`src/rtl/aes_seq_pkg.sv`:
```
// Shared types and constants for the AES-256 block sequencer and its parent.
// Enumerates the sequencer states and the fixed core-wrapper encodings.
package aes_seq_pkg;

    typedef enum logic [2:0] {
        IDLE    = 3'd0,
        KEYGEN  = 3'd1,
        KEYWAIT = 3'd2,
        LOAD    = 3'd3,
        RUN     = 3'd4,
        WAIT    = 3'd5,
        OUT     = 3'd6,
        FATAL   = 3'd7
    } aes_seq_state_e;

    localparam logic [2:0] AES_SEQ_KEY_LEN_256 = 3'b100;
    localparam logic [1:0] AES_SEQ_OP_FWD      = 2'b01;
    localparam logic [1:0] AES_SEQ_OP_INV      = 2'b10;

endpackage

```
`src/rtl/aes_block_sequencer.sv`:
```
// Mode controller for the AES-256 cipher core wrapper: streams N blocks one at a
// time through the core with ECB/CBC chaining, running decryption-key generation first.
//
//   state   | meaning
//   IDLE    | accept a command; nblocks=0 completes here
//   KEYGEN  | issue decryption-key generation to the core
//   KEYWAIT | drain and discard the key-generation result
//   LOAD    | accept one input block
//   RUN     | present the (chained) block to the core
//   WAIT    | capture the core result and update the chaining value
//   OUT     | offer the result downstream
//   FATAL   | core alert seen; left only by reset
module aes_block_sequencer
    import aes_seq_pkg::*;
(
    input  logic         clk_i,
    input  logic         rst_ni,

    input  logic         cmd_valid_i,
    output logic         cmd_ready_o,
    input  logic         cmd_dec_i,
    input  logic         cmd_cbc_i,
    input  logic [255:0] cmd_key_i,
    input  logic [127:0] cmd_iv_i,
    input  logic [15:0]  cmd_nblocks_i,

    input  logic         in_valid_i,
    output logic         in_ready_o,
    input  logic [127:0] in_data_i,

    output logic         out_valid_o,
    input  logic         out_ready_i,
    output logic [127:0] out_data_o,
    output logic         out_last_o,

    output logic         done_o,
    output logic         busy_o,
    output logic         err_o,

    output logic         core_in_valid_o,
    input  logic         core_in_ready_i,
    input  logic         core_out_valid_i,
    output logic         core_out_ready_o,
    output logic [1:0]   core_op_o,
    output logic [2:0]   core_key_len_o,
    output logic         core_crypt_o,
    output logic         core_dec_key_gen_o,
    output logic         core_prng_reseed_o,
    output logic [127:0] core_state_init_o,
    output logic [255:0] core_key_init_o,
    input  logic [127:0] core_state_i,
    input  logic         core_alert_i
);

    aes_seq_state_e state_q, state_d;

    logic [255:0] key_q;
    logic [127:0] chain_q;
    logic [127:0] blk_q;
    logic [127:0] res_q;
    logic [15:0]  cnt_q;
    logic         dec_q;
    logic         cbc_q;
    logic         done_q;
    logic         done_d;
    logic         rdy_q;

    logic         cmd_hs;
    logic         in_hs;
    logic         out_hs;
    logic         core_out_hs;

    assign cmd_hs      = cmd_valid_i & cmd_ready_o;
    assign in_hs       = in_valid_i & in_ready_o;
    assign out_hs      = out_valid_o & out_ready_i;
    assign core_out_hs = core_out_valid_i & core_out_ready_o;

    // rdy_q keeps cmd_ready_o low while reset is asserted and for the first edge after it
    always_ff @(posedge clk_i or negedge rst_ni) begin
        if (!rst_ni) begin
            state_q <= IDLE;
            done_q  <= 1'b0;
            rdy_q   <= 1'b0;
        end else begin
            state_q <= state_d;
            done_q  <= done_d;
            rdy_q   <= 1'b1;
        end
    end

    always_comb begin
        state_d = state_q;
        done_d  = 1'b0;
        case (state_q)
            IDLE: begin
                if (cmd_hs) begin
                    if (cmd_nblocks_i == 16'd0) begin
                        done_d = 1'b1;
                    end else if (cmd_dec_i) begin
                        state_d = KEYGEN;
                    end else begin
                        state_d = LOAD;
                    end
                end
            end
            KEYGEN:  if (core_in_ready_i)  state_d = KEYWAIT;
            KEYWAIT: if (core_out_valid_i) state_d = LOAD;
            LOAD:    if (in_valid_i)       state_d = RUN;
            RUN:     if (core_in_ready_i)  state_d = WAIT;
            WAIT:    if (core_out_valid_i) state_d = OUT;
            OUT: begin
                if (out_ready_i) begin
                    if (cnt_q == 16'd1) begin
                        done_d  = 1'b1;
                        state_d = IDLE;
                    end else begin
                        state_d = LOAD;
                    end
                end
            end
            FATAL:   state_d = FATAL;
            default: state_d = FATAL;
        endcase
        if (core_alert_i) begin
            state_d = FATAL;
            done_d  = 1'b0;
        end
    end

    always_comb begin
        cmd_ready_o        = 1'b0;
        in_ready_o         = 1'b0;
        out_valid_o        = 1'b0;
        out_last_o         = 1'b0;
        core_in_valid_o    = 1'b0;
        core_out_ready_o   = 1'b0;
        core_op_o          = AES_SEQ_OP_FWD;
        core_crypt_o       = 1'b0;
        core_dec_key_gen_o = 1'b0;
        core_state_init_o  = '0;
        case (state_q)
            IDLE: cmd_ready_o = rdy_q;
            KEYGEN: begin
                core_in_valid_o    = 1'b1;
                core_crypt_o       = 1'b1;
                core_dec_key_gen_o = 1'b1;
            end
            KEYWAIT: core_out_ready_o = 1'b1;
            LOAD:    in_ready_o       = 1'b1;
            RUN: begin
                core_in_valid_o   = 1'b1;
                core_crypt_o      = 1'b1;
                core_op_o         = dec_q ? AES_SEQ_OP_INV : AES_SEQ_OP_FWD;
                core_state_init_o = (cbc_q && !dec_q) ? (blk_q ^ chain_q) : blk_q;
            end
            WAIT: core_out_ready_o = 1'b1;
            OUT: begin
                out_valid_o = 1'b1;
                out_last_o  = (cnt_q == 16'd1);
            end
            default: ;
        endcase
    end

    // Datapath registers: command capture, input block, result and chaining value
    always_ff @(posedge clk_i or negedge rst_ni) begin
        if (!rst_ni) begin
            key_q   <= '0;
            chain_q <= '0;
            blk_q   <= '0;
            res_q   <= '0;
            cnt_q   <= '0;
            dec_q   <= 1'b0;
            cbc_q   <= 1'b0;
        end else begin
            case (state_q)
                IDLE: begin
                    if (cmd_hs) begin
                        key_q   <= cmd_key_i;
                        chain_q <= cmd_iv_i;
                        cnt_q   <= cmd_nblocks_i;
                        dec_q   <= cmd_dec_i;
                        cbc_q   <= cmd_cbc_i;
                    end
                end
                LOAD: if (in_hs) blk_q <= in_data_i;
                WAIT: begin
                    if (core_out_hs) begin
                        res_q <= (cbc_q && dec_q) ? (core_state_i ^ chain_q) : core_state_i;
                        if (cbc_q) begin
                            chain_q <= dec_q ? blk_q : core_state_i;
                        end
                    end
                end
                OUT: if (out_hs) cnt_q <= cnt_q - 16'd1;
                default: ;
            endcase
        end
    end

    assign out_data_o         = res_q;
    assign done_o             = done_q;
    assign busy_o             = (state_q != IDLE);
    assign err_o              = (state_q == FATAL);
    assign core_key_len_o     = AES_SEQ_KEY_LEN_256;
    assign core_prng_reseed_o = 1'b0;
    assign core_key_init_o    = key_q;

endmodule

```
`config.mk`:
```
export PLATFORM = sky130hd
export DESIGN_NAME = aes_block_sequencer
export DESIGN_NICKNAME = d
export VERILOG_FILES = /design/src/rtl/aes_seq_pkg.sv /design/src/rtl/aes_block_sequencer.sv
export SDC_FILE = /design/constraint.sdc
export NUM_CORES = 1
export LEC_CHECK = 0
export ABC_AREA = 1
export BUFFER_PORTS_ARGS = -buffer_cell sky130_fd_sc_hd__buf_2
export CAP_MARGIN = 20
export CORE_AREA = 2 2 462 464
export CTS_CLUSTER_SIZE = 20
export DETAILED_ROUTE_END_ITERATION = 10
export DIE_AREA = 0 0 464 466
export PLACE_DENSITY = 0.32
export SYNTH_ARGS = -nofsm -noshare
export SYNTH_HDL_FRONTEND = slang
export SYNTH_SLANG_ARGS = --single-unit
```
`constraint.sdc`:
```
create_clock -name clk_i -period 4.4 [get_ports clk_i]
set_input_delay 0.44 -clock clk_i [delete_from_list [all_inputs] [get_ports clk_i]]
set_output_delay 0.44 -clock clk_i [all_outputs]
set_load 0.01 [all_outputs]
```
==> report_table.html, run 1 <==
<table>
<tr><th>Metric</th><th>Value</th></tr>
<tr><th colspan="2">Global route</th></tr>
<tr><td>Number of global-route vias before repair</td><td>34530</td></tr>
<tr><td>Wire length of the first global-routing pass</td><td>between 200 and 300 mm</td></tr>
<tr><td>Global router's overall resource usage</td><td>0.1669</td></tr>
<tr><td>GR Overflow Total</td><td>0</td></tr>
<tr><td>Maximum number of pins on one net before global-route repair</td><td>145</td></tr>
<tr><td>Initial antenna violation count</td><td>91</td></tr>
<tr><th colspan="2">CTS</th></tr>
<tr><td>CTS tree</td><td>yes</td></tr>
<tr><td>Clock buffer depth</td><td>3</td></tr>
<tr><td>Clk slew on worst S/H paths</td><td>roughly 60 ps</td></tr>
<tr><td>Count of instances resized after the clock tree is built</td><td>0</td></tr>
<tr><td>Post-CTS Setup Inserts</td><td>0</td></tr>
<tr><td>Clock Latency Late Sink</td><td>740 ps</td></tr>
<tr><td>TritonCTS buffer count</td><td>94</td></tr>
<tr><td>Number of sinks on the clock net</td><td>~660</td></tr>
<tr><td>Buffer type at the clock tree root</td><td>sky130_fd_sc_hd__clkbuf_16</td></tr>
<tr><td>H-Tree Level Count</td><td>3</td></tr>
<tr><th colspan="2">Floorplanning</th></tr>
<tr><td>Core footprint</td><td>211200 µm²</td></tr>
<tr><td>Effective utilization at floorplan</td><td>0.1555</td></tr>
<tr><td>Row count</td><td>approximately 170</td></tr>
<tr><td>Horizontal die dimension</td><td>464 µm</td></tr>
<tr><td>Die Ht</td><td>466 µm</td></tr>
<tr><td>I/O Pins</td><td>between 1000 and 1500</td></tr>
<tr><td>Die area</td><td>216200 µm²</td></tr>
<tr><th colspan="2">Setup path</th></tr>
<tr><td>Slowest cell on the critical path</td><td>sky130_fd_sc_hd__dfrtp_4</td></tr>
<tr><td>Critical path data arrival time</td><td>3370 ps</td></tr>
<tr><td>FF-to-FF End</td><td>chain_q[25]$_DFFE_PN0P_</td></tr>
<tr><td>Kind of cell with the highest combined delay on the critical path</td><td>buffers and inverters</td></tr>
<tr><td>Critical Path End Type</td><td>output port</td></tr>
<tr><td>Number of cells traversed by the worst register-to-register path</td><td>7</td></tr>
<tr><td>Register-to-register setup slack</td><td>1610 ps</td></tr>
<tr><td>Origin of the critical flop-to-flop path</td><td>state_q[2]$_DFFE_PN0P_</td></tr>
<tr><td>Sort of element at the start of the critical path</td><td>register</td></tr>
<tr><td>Critical path class</td><td>register to output port</td></tr>
<tr><td>Critical path peak fanout</td><td>41</td></tr>
<tr><td>CP peak stage delay</td><td>730 ps</td></tr>
<tr><td>Most frequent cell on the critical path</td><td>sky130_fd_sc_hd__buf_4</td></tr>
<tr><td>Data required time at the worst endpoint</td><td>3960 ps</td></tr>
<tr><td>Count of buffering cells on the critical path with inverters included</td><td>5</td></tr>
<tr><td>Cell-by-cell listing of the critical path</td><td>inv_1, nand2_4, buf_12, buf_4, buf_4, nor3_1, nor3b_1, buf_2</td></tr>
<tr><th colspan="2">Routing</th></tr>
<tr><td>Routed via count</td><td>between 30000 and 40000</td></tr>
<tr><td>Residual DRC count</td><td>0</td></tr>
<tr><td>Count of antenna-violating nets left after detailed routing</td><td>0</td></tr>
<tr><td>Iter 0 DRT Violations</td><td>roughly 1800</td></tr>
<tr><td>Post-DR vias/cell</td><td>between 3 and 4</td></tr>
<tr><td>Final routed wire length divided by cell count</td><td>around 21 µm</td></tr>
<tr><td>Post-detailed-routing wire length</td><td>around 190 mm</td></tr>
<tr><td>Number of iterations in the first detailed-routing pass</td><td>5</td></tr>
<tr><th colspan="2">Final layout</th></tr>
<tr><td>Sequential cell area</td><td>around 17000 µm²</td></tr>
<tr><td>Fillers</td><td>23630</td></tr>
<tr><td>Synthesis-to-layout area growth</td><td>53.08%</td></tr>
<tr><td>Proportion of layout cells with a drive suffix above 1</td><td>0.2445</td></tr>
<tr><td>Design area</td><td>50270 µm²</td></tr>
<tr><td>Number of nets in the final layout</td><td>approximately 6400</td></tr>
<tr><td>Core Util, Final</td><td>0.2380</td></tr>
<tr><td>Area of combinational cells with multiple inputs</td><td>13560 µm²</td></tr>
<tr><th colspan="2">Timing</th></tr>
<tr><td>Endpoints failing setup</td><td>0</td></tr>
<tr><td>Worst Clk Skew</td><td>about 46 ps</td></tr>
<tr><td>Measured slew at the worst slew-check pin</td><td>969.9 ps</td></tr>
<tr><td>Final critical-path required period</td><td>3809 ps</td></tr>
<tr><td>Unrepaired setup endpoints after global routing</td><td>false</td></tr>
<tr><td>Hold violation total from the final report</td><td>0</td></tr>
<tr><td>Post-route setup TNS</td><td>0 ps</td></tr>
<tr><td>Max-slew violation total from the final report</td><td>0</td></tr>
<tr><td>Peak Freq</td><td>262.5 MHz</td></tr>
<tr><td>Post-route fraction of the period consumed by the critical path</td><td>0.8657</td></tr>
<tr><td>Max-slew headroom at the worst pin</td><td>0.3534</td></tr>
<tr><th colspan="2">Synth</th></tr>
<tr><td>Yosys warns</td><td>0</td></tr>
<tr><td>Post-Syn Area</td><td>32840 µm²</td></tr>
<tr><td>Register bit total from synthesis</td><td>about 660</td></tr>
<tr><td>Mean post-synth cell area</td><td>7.965 µm²</td></tr>
<tr><td>Number of different library cells in the post-synthesis netlist</td><td>33</td></tr>
<tr><td>Proportion of synthesized chip area in sequential cells</td><td>0.5052</td></tr>
<tr><td>Number of cells produced by synthesis</td><td>between 4000 and 5000</td></tr>
<tr><th colspan="2">Min path</th></tr>
<tr><td>Endpoint with the worst hold slack</td><td>chain_q[69]$_DFFE_PN0P_</td></tr>
<tr><td>Worst Min Path Start</td><td>cmd_iv_i[69]</td></tr>
<tr><td>Hold Path Depth</td><td>3</td></tr>
<tr><td>Min-delay worst type</td><td>input pin to register</td></tr>
<tr><th colspan="2">Power and ir drop</th></tr>
<tr><td>PwrDens</td><td>586.5 nW/µm²</td></tr>
<tr><td>Total leakage power</td><td>~27 nW</td></tr>
<tr><td>Max rail drop VDD</td><td>0.3196 mV</td></tr>
<tr><th colspan="2">Place</th></tr>
<tr><td>Instance area at placement</td><td>41940 µm²</td></tr>
<tr><td>Placed wire-length estimate after detailed placement</td><td>141.3 mm</td></tr>
<tr><td>Last weighted congestion value of the routability-driven placer</td><td>0.8828</td></tr>
<tr><td>Number of buffers added on ports</td><td>about 1200</td></tr>
<tr><th colspan="2">Run status</th></tr>
<tr><td>Outcome</td><td>finished, final reports clean</td></tr>
<tr><th colspan="2">Flow run</th></tr>
<tr><td>Max-capacitance violation count</td><td>0</td></tr>
</table>
## metal layers
layer | GRT usage | part of all wire | vias to the layer above
met2 | 0.2900 | 0.49 | 1063
li1 | - | - | 16290
met3 | 0.04488 | 0.064 | 270
met1 | 0.1951 | 0.41 | 15710
met5 | 0 | 0.0020 | -
met4 | 0.06253 | 0.037 | 56
## cell usage in the layout (no fill, tap or decap), drive strengths merged
cell,netlist,layout
nand4,3,3
dfrtp,663,663
or2,2,2
xor2,129,129
diode,0,55
clkinvlp,0,3
o22ai,1,1
a31oi,1,1
ha,2,2
nor2,299,299
nand3b,1,1
bufinv,0,7
conb,2,5
o21ai,536,536
nand3,17,17
o21bai,1,1
nand2,1259,1259
dlygate4sd3,0,507
mux2i,128,128
buf,151,1252
nor3,133,133
inv,426,430
clkbuf,100,133
o211ai,2,2
clkinv,0,23
nor3b,128,128
a21oi,138,138
a211oi,1,1
## timing repair
| item | in CTS | in global routing |
|---|---|---|
| endpoints found under the hold margin | 552 | 0 |
| endpoints found under the setup margin | 0 | 0 |
| hold buffers | 507 | 0 |
## flip-flops by register name, summed over array words and instances (netlist names)
| register | cells |
|---|---|
| cbc_q | 1 |
| dec_q | 1 |
| rdy_q | 1 |
| blk_q | 128 |
| cnt_q | 16 |
| state_q | 3 |
| core_key_init_o | 256 |
| out_data_o | 128 |
| done_o | 1 |
| chain_q | 128 |
## worst max path at each step
stage | slack [ps] | to | from | cells after the start
CTS | 470 | core_state_init_o[100] | dec_q$_DFFE_PN0P_ | 8
finish | 590 | core_state_init_o[100] | dec_q$_DFFE_PN0P_ | 8
floorplan | 2410 | core_state_init_o[107] | dec_q$_DFFE_PN0P_ | 7
detailed placement | 1290 | core_state_init_o[100] | dec_q$_DFFE_PN0P_ | 8
global placement | 1380 | core_state_init_o[100] | dec_q$_DFFE_PN0P_ | 8
global route | 310 | core_state_init_o[100] | dec_q$_DFFE_PN0P_ | 8
## per-stage QoR
step	hold WS (ps)	worst slack [ps]	total power, mW	std cells
5_1_grt	42.00	306.8	31.80	8658
6_report	86.63	591.1	29.48	8680
3_3_place_gp	457.8	1384	21.54	7948
4_1_cts	0.5205	465.1	30.27	8625
2_1_floorplan	144.4	2410	16.14	4126
3_5_place_dp	459.2	1293	21.58	7948
## where the power goes
| group | switching, mW | internal, mW | total, mW |
|---|---|---|---|
| Clock | 3.28 | 4.66 | 7.94 |
| Combinational | 7.42 | 4.07 | 11.5 |
| Sequential | 1.46 | 8.60 | 10.1 |
| Total | 12.2 | 17.3 | 29.5 |
## tightest hold or removal path: stages
cell and delay [ps]:
sky130_fd_sc_hd__buf_2 120, sky130_fd_sc_hd__mux2i_1 70, sky130_fd_sc_hd__o21ai_0 150
## cell families (layout without fill, tap and decap cells)
family / count (synthesis) / after routing / share of synthesized area
AOI/OAI and AO/OA: 680 / 680 / 0.1042
DFF: 663 / 663 / 0.5052
muxes: 128 / 128 / 0.03901
and+or+nand+nor: 1842 / 1842 / 0.2320
other: 2 / 60 / 0.0002287
buffers and inverters: 677 / 2355 / 0.08420
xor gates and xnor gates: 129 / 129 / 0.03440
adders and majority gates: 2 / 2 / 0.0007619
## synth_stat cells
cell type,n,area (µm²)
sky130_fd_sc_hd__a211oi_1,1,7.510
sky130_fd_sc_hd__a21oi_1,138,690.7
sky130_fd_sc_hd__a31oi_1,1,6.260
sky130_fd_sc_hd__buf_1,3,11.26
sky130_fd_sc_hd__buf_2,134,670.6
sky130_fd_sc_hd__buf_4,14,105.1
sky130_fd_sc_hd__clkbuf_1,97,364.1
sky130_fd_sc_hd__clkbuf_2,3,15.01
sky130_fd_sc_hd__conb_1,2,7.510
sky130_fd_sc_hd__dfrtp_1,663,16590
sky130_fd_sc_hd__ha_1,2,25.02
sky130_fd_sc_hd__inv_1,421,1580
sky130_fd_sc_hd__inv_2,5,18.77
sky130_fd_sc_hd__mux2i_1,128,1281
sky130_fd_sc_hd__nand2_1,1258,4722
sky130_fd_sc_hd__nand2_2,1,6.260
sky130_fd_sc_hd__nand3_1,16,80.08
sky130_fd_sc_hd__nand3_2,1,10.01
sky130_fd_sc_hd__nand3b_1,1,7.510
sky130_fd_sc_hd__nand4_1,3,18.77
sky130_fd_sc_hd__nor2_1,298,1119
sky130_fd_sc_hd__nor2_2,1,6.260
sky130_fd_sc_hd__nor3_1,132,660.6
sky130_fd_sc_hd__nor3_4,1,16.27
sky130_fd_sc_hd__nor3b_1,128,960.9
sky130_fd_sc_hd__o211ai_1,1,7.510
sky130_fd_sc_hd__o211ai_2,1,12.51
sky130_fd_sc_hd__o21ai_0,510,2552
sky130_fd_sc_hd__o21ai_1,26,130.1
sky130_fd_sc_hd__o21bai_1,1,7.510
sky130_fd_sc_hd__o22ai_1,1,6.260
sky130_fd_sc_hd__or2_2,2,12.51
sky130_fd_sc_hd__xor2_1,129,1130
## layout make-up
| class | count | area share |
|---|---|---|
| Clock buffer | 133 | 0.05331 |
| Clock inverter | 37 | 0.008811 |
| Inverter | 426 | 0.03181 |
| Sequential cell | 663 | 0.3301 |
| Antenna cell | 55 | 0.002738 |
| Tap cell | 2821 | 0.07021 |
| Multi-Input combinational cell | 2786 | 0.2697 |
| Timing Repair Buffer | 1759 | 0.2334 |
Note: power is estimated with default switching activity, not from simulation.
==> run 2, diff against run 1 <==
--- a/config.mk
+++ b/config.mk
@@ -8,11 +8,13 @@
 export ABC_AREA = 1
 export BUFFER_PORTS_ARGS = -buffer_cell sky130_fd_sc_hd__buf_2
 export CAP_MARGIN = 20
-export CORE_AREA = 2 2 462 464
+export CELL_PAD_IN_SITES_DETAIL_PLACEMENT = 1
+export CELL_PAD_IN_SITES_GLOBAL_PLACEMENT = 1
+export CORE_AREA = 2 2 469 471
 export CTS_CLUSTER_SIZE = 20
 export DETAILED_ROUTE_END_ITERATION = 10
-export DIE_AREA = 0 0 464 466
-export PLACE_DENSITY = 0.32
+export DIE_AREA = 0 0 471 473
+export PLACE_DENSITY = 0.4
 export SYNTH_ARGS = -nofsm -noshare
 export SYNTH_HDL_FRONTEND = slang
 export SYNTH_SLANG_ARGS = --single-unit
==> run 2 against run 1 <==
Setup slack better by 100 ps. Clock-buffer cell count rose by 11. Hold slack worse by 11 ps. First-iteration DRC count shrank 18%. Clock skew fell by 6.5 ps.
==> report_table.html, run 2 (synthesis results as in run 1) <==
<table>
<tr><th>Metric</th><th>Value</th></tr>
<tr><th colspan="2">Run status</th></tr>
<tr><td>Outcome</td><td>finished, final reports clean</td></tr>
<tr><th colspan="2">Place</th></tr>
<tr><td>Last weighted congestion value of the routability-driven placer</td><td>0.8474 (-4.0%)</td></tr>
<tr><td>Number of buffers added on ports</td><td>1190 (unchanged)</td></tr>
<tr><td>Number of cells in the design after placement</td><td>7996 (+0.60%)</td></tr>
<tr><td>Placed wire-length estimate after detailed placement</td><td>151.6 mm (+7.3%)</td></tr>
<tr><th colspan="2">Floorplanning</th></tr>
<tr><td>Row count</td><td>172 (+1.8%)</td></tr>
<tr><td>Core footprint</td><td>218200 µm² (+3.3%)</td></tr>
<tr><td>Die Ht</td><td>473 µm (+1.5%)</td></tr>
<tr><td>Die area</td><td>222800 µm² (+3.0%)</td></tr>
<tr><td>Effective utilization at floorplan</td><td>0.1505 (-0.004971)</td></tr>
<tr><td>I/O Pins</td><td>1195 (unchanged)</td></tr>
<tr><td>Horizontal die dimension</td><td>471 µm (+1.5%)</td></tr>
<tr><th colspan="2">Final layout</th></tr>
<tr><td>Fillers</td><td>26260 (+11%)</td></tr>
<tr><td>Proportion of layout cells with a drive suffix above 1</td><td>0.2446 (about the same)</td></tr>
<tr><td>Final std cells w/o fill</td><td>8756 (+0.88%)</td></tr>
<tr><td>Synthesis-to-layout area growth</td><td>54.94%</td></tr>
<tr><td>Number of nets in the final layout</td><td>6418 (+0.31%)</td></tr>
<tr><td>Commonest cells after routing, fill and taps aside</td><td>sky130_fd_sc_hd__nand2_1 (1252), sky130_fd_sc_hd__buf_2 (1189), sky130_fd_sc_hd__dfrtp_1 (662), sky130_fd_sc_hd__dlygate4sd3_1 (527), sky130_fd_sc_hd__o21ai_0 (510)</td></tr>
<tr><td>Max reg flops</td><td>256 (unchanged)</td></tr>
<tr><td>Core Util, Final</td><td>0.2332 (-0.004818)</td></tr>
<tr><td>Most common library cell in the layout ignoring fill and taps</td><td>sky130_fd_sc_hd__nand2_1</td></tr>
<tr><th colspan="2">Global route</th></tr>
<tr><td>Number of global-route vias before repair</td><td>36660 (+6.2%)</td></tr>
<tr><td>Global router's overall resource usage</td><td>0.1724 (+0.005569)</td></tr>
<tr><td>GR Overflow Total</td><td>0 (unchanged)</td></tr>
<tr><td>Wire length of the first global-routing pass</td><td>280.1 mm (+7.0%)</td></tr>
<tr><td>Maximum number of pins on one net before global-route repair</td><td>179 (+23%)</td></tr>
<tr><td>Initial antenna violation count</td><td>100 (+9.9%)</td></tr>
<tr><th colspan="2">Timing</th></tr>
<tr><td>Measured slew at the worst slew-check pin</td><td>1396 ps (+425.8 ps)</td></tr>
<tr><td>Worst Clk Skew</td><td>39.74 ps (-6.462 ps)</td></tr>
<tr><td>Unrepaired setup endpoints after global routing</td><td>false</td></tr>
<tr><td>Max-slew headroom at the worst pin</td><td>0.06948 (-0.2839)</td></tr>
<tr><td>Hold violation total from the final report</td><td>0 (unchanged)</td></tr>
<tr><td>Max-slew violation total from the final report</td><td>0 (unchanged)</td></tr>
<tr><td>Post-route fraction of the period consumed by the critical path</td><td>0.8418 (-0.02386)</td></tr>
<tr><td>Peak Freq</td><td>270.0 MHz (+2.8%)</td></tr>
<tr><td>Endpoints failing setup</td><td>0 (unchanged)</td></tr>
<tr><td>Post-route setup TNS</td><td>0 ps (unchanged)</td></tr>
<tr><td>Final critical-path required period</td><td>3704 ps (-105.0 ps)</td></tr>
<tr><th colspan="2">Routing</th></tr>
<tr><td>Routed via count</td><td>34310 (+2.7%)</td></tr>
<tr><td>Iter 0 DRT Violations</td><td>1478 (-18%)</td></tr>
<tr><td>Count of antenna-violating nets left after detailed routing</td><td>0 (unchanged)</td></tr>
<tr><td>Post-DR vias/cell</td><td>3.919 (+1.9%)</td></tr>
<tr><td>Post-detailed-routing wire length</td><td>197.0 mm (+6.4%)</td></tr>
<tr><td>Residual DRC count</td><td>0 (unchanged)</td></tr>
<tr><td>Number of iterations in the first detailed-routing pass</td><td>5 (unchanged)</td></tr>
<tr><td>Final routed wire length divided by cell count</td><td>22.50 µm (+5.5%)</td></tr>
<tr><th colspan="2">CTS</th></tr>
<tr><td>Clk slew on worst S/H paths</td><td>60 ps (about the same)</td></tr>
<tr><td>Clock Latency Late Sink</td><td>730 ps (about the same)</td></tr>
<tr><td>Clock buffer depth</td><td>3 (unchanged)</td></tr>
<tr><td>H-Tree Level Count</td><td>3 (unchanged)</td></tr>
<tr><td>Count of instances resized after the clock tree is built</td><td>0 (unchanged)</td></tr>
<tr><td>TritonCTS buffer count</td><td>96 (+2.1%)</td></tr>
<tr><td>CTS tree</td><td>yes</td></tr>
<tr><td>Post-CTS Setup Inserts</td><td>0 (unchanged)</td></tr>
<tr><td>Buffer type at the clock tree root</td><td>sky130_fd_sc_hd__clkbuf_16</td></tr>
<tr><td>Number of sinks on the clock net</td><td>663 (unchanged)</td></tr>
<tr><td>Hold buffer count at cts</td><td>527 (+3.9%)</td></tr>
<tr><th colspan="2">Power and ir drop</th></tr>
<tr><td>Post-route total power</td><td>30.70 mW (+4.1%)</td></tr>
<tr><td>Max rail drop VDD</td><td>0.3449 mV (+7.9%)</td></tr>
<tr><td>Total leakage power</td><td>26.99 nW (+0.85%)</td></tr>
<tr><td>PwrDens</td><td>603.4 nW/µm² (+2.9%)</td></tr>
<tr><th colspan="2">Setup path</th></tr>
<tr><td>Kind of cell with the highest combined delay on the critical path</td><td>simple AND/OR/NAND/NOR gates</td></tr>
<tr><td>Data required time at the worst endpoint</td><td>3960 ps (about the same)</td></tr>
<tr><td>Critical path class</td><td>register to output port</td></tr>
<tr><td>Cell-by-cell listing of the critical path</td><td>inv_1, nand2_4, buf_12, nor3_1, nor3b_1, buf_2</td></tr>
<tr><td>CP peak stage delay</td><td>800 ps (+70 ps)</td></tr>
<tr><td>Count of buffering cells on the critical path with inverters included</td><td>3 (-2)</td></tr>
<tr><td>Slowest cell on the critical path</td><td>sky130_fd_sc_hd__dfrtp_4</td></tr>
<tr><td>Critical path data arrival time</td><td>3260 ps (-110 ps)</td></tr>
<tr><td>Critical Path End Type</td><td>output port</td></tr>
<tr><td>Sort of element at the start of the critical path</td><td>register</td></tr>
<tr><td>Critical path peak fanout</td><td>82 (+100%)</td></tr>
<tr><th colspan="2">Flow run</th></tr>
<tr><td>Max-capacitance violation count</td><td>0 (unchanged)</td></tr>
<tr><th colspan="2">Min path</th></tr>
<tr><td>Min-delay worst type</td><td>input pin to register</td></tr>
</table>
run 2: cell count changes in the layout (fill, tap and decap cells not counted), moves of 3 or more:
cell,before,now
sky130_fd_sc_hd__buf_12,18,22
sky130_fd_sc_hd__buf_4,44,38
sky130_fd_sc_hd__bufinv_16,7,11
sky130_fd_sc_hd__clkbuf_1,22,19
sky130_fd_sc_hd__clkbuf_8,16,28
sky130_fd_sc_hd__clkinv_16,0,3
sky130_fd_sc_hd__clkinv_2,20,9
sky130_fd_sc_hd__diode_2,55,58
sky130_fd_sc_hd__dlygate4sd3_1,507,527
run 2: final timing paths:
kind                       slack [ps]                        startpoint                          endpoint  cells past startpoint
setup / recovery                  700                 dec_q$_DFFE_PN0P_             core_state_init_o[82]                      6
hold / removal                     80                    cmd_key_i[107]  core_key_init_o[107]$_DFFE_PN0P_                      3
setup reg to reg                 1830            state_q[0]$_DFFE_PN0P_             blk_q[55]$_DFFE_PN0P_                      6
hold reg to reg                   470  core_key_init_o[217]$_DFFE_PN0P_  core_key_init_o[217]$_DFFE_PN0P_                      2
max in group asynchronous        2970                            rst_ni  core_key_init_o[128]$_DFFE_PN0P_                      3
min in group asynchronous         290                            rst_ni       out_data_o[114]$_DFFE_PN0P_                      2
run 2: final cells by class:
cell class / instances / area, µm² / area share
sequential: 663 / 16590 / 0.3261
multi-input combinational: 2786 / 13560 / 0.2664
timing repair buffer: 1777 / 11970 / 0.2352
tap: 2871 / 3592 / 0.07060
clock buffer: 144 / 2884 / 0.05668
inverter: 426 / 1599 / 0.03143
clock inverter: 31 / 543.0 / 0.01067
antenna: 58 / 145.1 / 0.002853
run 2: stage by stage:
| step | worst slack, ps | area, µm² | hold slack (ps) |
|---|---|---|---|
| 2_1_floorplan | 2410 | 32850 | 144.4 |
| 3_3_place_gp | 1428 | 42030 | 457.3 |
| 3_5_place_dp | 1361 | 42030 | 462.4 |
| 4_1_cts | 516.9 | 50740 | 0.6763 |
| 5_1_grt | 448.3 | 50840 | 45.64 |
| 6_report | 696.1 | 50880 | 75.48 |
run 2: metal layers:
layer  vias to the layer above  GRT usage  routed length [µm]
li1                      16280          -                   -
met1                     16770     0.2012               80450
met2                       949     0.3136              100600
met3                       253    0.04034               10790
met4                        54    0.04511                4810
met5                         -          0                 339
run 2: report_power, final:
group          switching (mW)  total [mW]  internal, mW
Combinational            7.94        12.1          4.11
Sequential               1.49        10.1          8.60
Clock                    3.37        8.55          5.18
Total                    12.8        30.7          17.9
run 2: worst reg2reg max path, delay by kind of cell (launching register included):
family / cells / cell delay (ps)
buffers and inverters: 1 / 520
AOI/OAI and AO/OA: 1 / 80
and+or+nand+nor: 4 / 1340
DFF: 1 / 510
